[src/rtl/flipping_pkg.sv]
// Shared constants and helpers for the flipping (bus-invert) datapath.
package flipping_pkg;

  localparam int unsigned N_DEFAULT     = 16;
  localparam int unsigned CNT_W_DEFAULT = 16;

  // Threshold for the default width; above it the word is inverted.
  localparam int unsigned FLIP_THRESHOLD_DEFAULT = N_DEFAULT / 2;

  // Select applied to the word entering the output register.
  typedef enum logic {
    FLIP_PASS   = 1'b0,
    FLIP_INVERT = 1'b1
  } flip_sel_e;

  // Width needed to hold a Hamming distance in 0..n.
  function automatic int unsigned hd_width(input int unsigned n);
    return $clog2(n + 1);
  endfunction

  // Strictly-greater threshold: a tie at n/2 does not flip.
  function automatic int unsigned flip_threshold(input int unsigned n);
    return n / 2;
  endfunction

endpackage

[src/rtl/contador_unos.sv]
// Combinational population count of an N-bit word.
module contador_unos
  import flipping_pkg::*;
#(
  parameter int unsigned N = N_DEFAULT
) (
  input  logic [N-1:0]             i_data,
  output logic [hd_width(N)-1:0]   o_count
);

  localparam int unsigned W = hd_width(N);

  // Sum of all set bits.
  always_comb begin
    o_count = '0;
    for (int unsigned i = 0; i < N; i++) begin
      o_count = o_count + {{(W-1){1'b0}}, i_data[i]};
    end
  end

endmodule

[src/rtl/codificador_flipping.sv]
// Bus-invert encoder: inverts a word when that reduces output-bus toggles
// below half, registers it one-deep with a flip flag, and keeps saturating
// statistics of words sent and words flipped.
module codificador_flipping
  import flipping_pkg::*;
#(
  parameter int unsigned N     = N_DEFAULT,
  parameter int unsigned CNT_W = CNT_W_DEFAULT
) (
  input  logic             clk,
  input  logic             rst_n,
  input  logic             in_valid,
  output logic             in_ready,
  input  logic [N-1:0]     in_data,
  input  logic             en_flip,
  output logic             out_valid,
  input  logic             out_ready,
  output logic [N-1:0]     out_data,
  output logic             out_flip,
  input  logic             clear_stats,
  output logic [CNT_W-1:0] word_count,
  output logic [CNT_W-1:0] flip_count
);

  localparam int unsigned     HD_W   = hd_width(N);
  localparam logic [HD_W-1:0] THRESH = HD_W'(flip_threshold(N));

  logic [N-1:0]     r_data;
  logic             r_flip;
  logic             r_valid;
  logic [CNT_W-1:0] r_word_cnt;
  logic [CNT_W-1:0] r_flip_cnt;

  logic [N-1:0]     w_diff;
  logic [HD_W-1:0]  w_hd;
  logic             w_load;
  flip_sel_e        w_sel;
  logic [N-1:0]     w_enc;

  // The held output word is the reference, so toggles are measured against
  // exactly what the bus last carried (including after it drained).
  assign w_diff = in_data ^ r_data;

  contador_unos #(.N(N)) u_contador_unos (
    .i_data  (w_diff),
    .o_count (w_hd)
  );

  assign in_ready = !r_valid || out_ready;
  assign w_load   = in_valid && in_ready;

  // Flip decision and encoded word.
  always_comb begin
    w_sel = FLIP_PASS;
    if (en_flip && (w_hd > THRESH)) begin
      w_sel = FLIP_INVERT;
    end
    w_enc = (w_sel == FLIP_INVERT) ? ~in_data : in_data;
  end

  // One-deep output register; data and flag hold after drain.
  always_ff @(posedge clk or negedge rst_n) begin
    if (!rst_n) begin
      r_data  <= '0;
      r_flip  <= 1'b0;
      r_valid <= 1'b0;
    end else if (w_load) begin
      r_data  <= w_enc;
      r_flip  <= (w_sel == FLIP_INVERT);
      r_valid <= 1'b1;
    end else if (r_valid && out_ready) begin
      r_valid <= 1'b0;
    end
  end

  // Saturating statistics; clear wins over a same-cycle load.
  always_ff @(posedge clk or negedge rst_n) begin
    if (!rst_n) begin
      r_word_cnt <= '0;
      r_flip_cnt <= '0;
    end else if (clear_stats) begin
      r_word_cnt <= '0;
      r_flip_cnt <= '0;
    end else if (w_load) begin
      if (r_word_cnt != '1) begin
        r_word_cnt <= r_word_cnt + CNT_W'(1);
      end
      if ((w_sel == FLIP_INVERT) && (r_flip_cnt != '1)) begin
        r_flip_cnt <= r_flip_cnt + CNT_W'(1);
      end
    end
  end

  assign out_data   = r_data;
  assign out_flip   = r_flip;
  assign out_valid  = r_valid;
  assign word_count = r_word_cnt;
  assign flip_count = r_flip_cnt;

endmodule
[config.mk]
export PLATFORM = sky130hd
export DESIGN_NAME = codificador_flipping
export DESIGN_NICKNAME = d
export VERILOG_FILES = /design/src/rtl/flipping_pkg.sv /design/src/rtl/contador_unos.sv /design/src/rtl/codificador_flipping.sv
export SDC_FILE = /design/constraint.sdc
export NUM_CORES = 1
export LEC_CHECK = 0
export ABC_AREA = 1
export BUFFER_PORTS_ARGS = -buffer_cell sky130_fd_sc_hd__buf_2
export CORE_MARGIN = 4
export CORE_UTILIZATION = 40
export CTS_CLUSTER_DIAMETER = 100
export DETAILED_ROUTE_END_ITERATION = 12
export PLACE_DENSITY = 0.65
export SYNTH_ARGS = -nofsm -noshare
export SYNTH_HDL_FRONTEND = slang
export SYNTH_HIERARCHICAL = 1
export SYNTH_SLANG_ARGS = --single-unit
[constraint.sdc]
create_clock -name clk -period 13.8 [get_ports clk]
set_clock_uncertainty 0.2 [all_clocks]
set_input_delay 0.69 -clock clk [delete_from_list [all_inputs] [get_ports clk]]
set_output_delay 0.69 -clock clk [all_outputs]
set_load 0.01 [all_outputs]
==> results.json <==
{
  "worst_slew_pin_slew_ns": 1.16,
  "clk_pin_slew_ns": 0.10,
  "fillers": 907,
  "avgSynthCellArea_um2": 7.50,
  "routed-via-count": 3181,
  "hold_path_class": "input port to asynchronous set/reset pin",
  "ctsHoldBuffers": 0,
  "syn_inst": 474,
  "path_max_fanout": 17,
  "track_usage_pct": 16.5,
  "ant_nets": 0,
  "routabilityCongestion": 0.881,
  "antenna_found_initial": 0,
  "start_util_pct": 40.9,
  "die_w_um": 102,
  "slew_headroom_pct": 22.2,
  "crit_top_cell": "fa_1",
  "slowest_stage": "fa_1",
  "synth_cell_type_count": 28,
  "cp.arrival_ns": 5.76,
  "clock_latency_ns": 0.31,
  "wl_per_cell_um": 12.8,
  "required_ns": 13.85,
  "num-nets-final": 586,
  "finalCritPeriodShare_pct": 41.4,
  "cts_setup_buffers": 0,
  "outcome": "completed",
  "dp_hpwl_um": 6100,
  "holdWs_ns": 0.285,
  "grt_pass1_wl_um": 13900,
  "cts_made_buffers": 5,
  "rsz0062_at_grt": "no",
  "syn-num-nets": 518,
  "die_h_um": 102,
  "wl_um": 8330,
  "ctsLongestPathBuffers": 2,
  "io_pins": 73,
  "row_count": 34,
  "clock_sinks": 50,
  "cts_root_buf": "clkbuf_8",
  "preCtsSetupSlack_ns": 7.77,
  "fin_crit_ns": 5.71,
  "start_kind": "input port",
  "final.setup.tns_ns": 0,
  "drt_pre_antenna_iters": 4,
  "yosysWarnings": 6,
  "hold_viol": 0,
  "diodes": 0,
  "maxCapViolCount": 0,
  "path_class": "input port to flop",
  "setup_viol": 0,
  "drt_iter0_markers": 187,
  "h-tree-depth": 2,
  "drv_slew": 0,
  "worstPathCellList": "buf_2 > xor2_1 > fa_1 > ha_1 > inv_1 > fa_1 > fa_1 > fa_1 > fa_1 > fa_1 > o21ai_0 > inv_1 > nand3_1 > nand3_2 > nor2_1 > nand2_2 > nand2_1 > nand2_1 > nand2_1",
  "cts_tree": "done",
  "crit_path_end_kind": "flop",
  "ctsResizeCount": 0,
  "finish.instance_area_um2": 4120,
  "area_growth_pct": 16.0,
  "placed_area_um2": 3990,
  "route.detailed.drc": 0,
  "slowest_delay_ns": 0.51,
  "fmax_mhz": 175,
  "seq_area_frac_synth_pct": 35.2,
  "netlist_area_um2": 3550,
  "design.die.area_um2": 10500,
  "final_layout_size_suffix_gt1_share_pct": 17.1,
  "port_buffers": 72,
  "gr-total-overflow": 0,
  "coreArea_um2": 8680,
  "synth_seq_cells": 50,
  "first_global_vias": 3021,
  "via_per_inst": 4.89,
  "grt_max_degree": 51,
  "setup_ws_ns": 8.09
}
==> worst max-delay path, delay by kind of cell <==
family / cells / cell delay [ns]
AO/OA/AOI/OAI: 1 / 0.18
XOR/XNOR: 1 / 0.21
adder cells (fa/ha/maj): 7 / 2.99
buffers and inverters: 3 / 0.23
AND/OR/NAND/NOR: 7 / 1.47
==> state kept, by name, indices dropped and copies added, names as in the netlist <==
register    flops
out_flip        1
flip_count     16
out_data       16
word_count     16
out_valid       1
==> layout by cell type (no fill, tap or decap), types with 2 or more instances in the layout <==
cell,n
nor2_2,4
dfrtp_1,50
nand4_1,10
nand3_1,55
nor2_1,32
nand2_2,3
clkbuf_8,5
bufinv_16,2
o21bai_1,2
xnor2_1,20
o21ai_0,13
fa_1,11
buf_2,72
nand2_1,156
a21oi_1,4
ha_1,11
inv_1,56
xor2_1,26
buf_4,2
==> logic make-up (layout without fill, tap and decap cells) <==
family,count (synthesis),count (layout),synth area share (%)
AND/OR/NAND/NOR,263,263,31.3
AO/OA/AOI/OAI,21,21,3.42
XOR/XNOR,46,46,11.3
buffers and inverters,71,140,8.34
flip-flops,50,50,35.2
multiplexers,1,1,0.282
adder cells (fa/ha/maj),22,22,10.1
==> Yosys cell counts (all sizes together) <==
master,number,area share (%)
a21oi,4,0.56
buf,9,1.8
clkbuf,4,0.42
clkinv,1,0.11
dfrtp,50,35
fa,11,6.2
ha,11,3.9
inv,57,6.0
mux2i,1,0.28
nand2,159,17
nand3,56,8.0
nand4,10,1.8
nor2,37,4.4
nor3,1,0.14
o21ai,15,2.4
o21bai,2,0.42
xnor2,20,4.9
xor2,26,6.4
==> metal layers <==
layer | routed length, um | part of all wire, % | vias up | global-route usage (%)
met1 | 3840 | 46 | 1491 | 22.0
met4 | 68 | 0.82 | 0 | 3.83
met5 | 0 | 0 | - | 0
met3 | 441 | 5.3 | 6 | 2.80
met2 | 3980 | 48 | 79 | 27.9
li1 | - | - | 1605 | -
==> area by class of cell <==
cell class,count,area (um^2),area share [%]
inverter,58,218,5.28
clock inverter,3,68.8,1.67
multi-input combinational,353,2010,48.6
clock buffer,5,68.8,1.67
timing repair buffer,74,375,9.10
tap,108,135,3.28
sequential,50,1250,30.3
==> per-stage QoR <==
stage | utilization, % | instances
4_1_cts | 47.5 | 651
6_report | 47.5 | 651
3_3_place_gp | 45.9 | 643
3_5_place_dp | 45.9 | 643
2_1_floorplan | - | 474
5_1_grt | 47.5 | 651
==> path summary, 6_finish.rpt <==
path                                        to         from  depth (start not counted)  slack, ns
worst max-delay path             flip_count[8]   in_data[1]                         19       8.09
worst min-delay path             word_count[7]        rst_n                          2       0.29
worst max register to register   flip_count[8]  out_data[1]                         18       8.18
worst min register to register       out_valid    out_valid                          2       0.32
max in group asynchronous       flip_count[11]        rst_n                          2      12.69
min in group clk                     out_valid    out_valid                          2       0.32
Power is not shown: default switching activity piles up to over one toggle a cycle in this logic, so the estimate is an artifact.
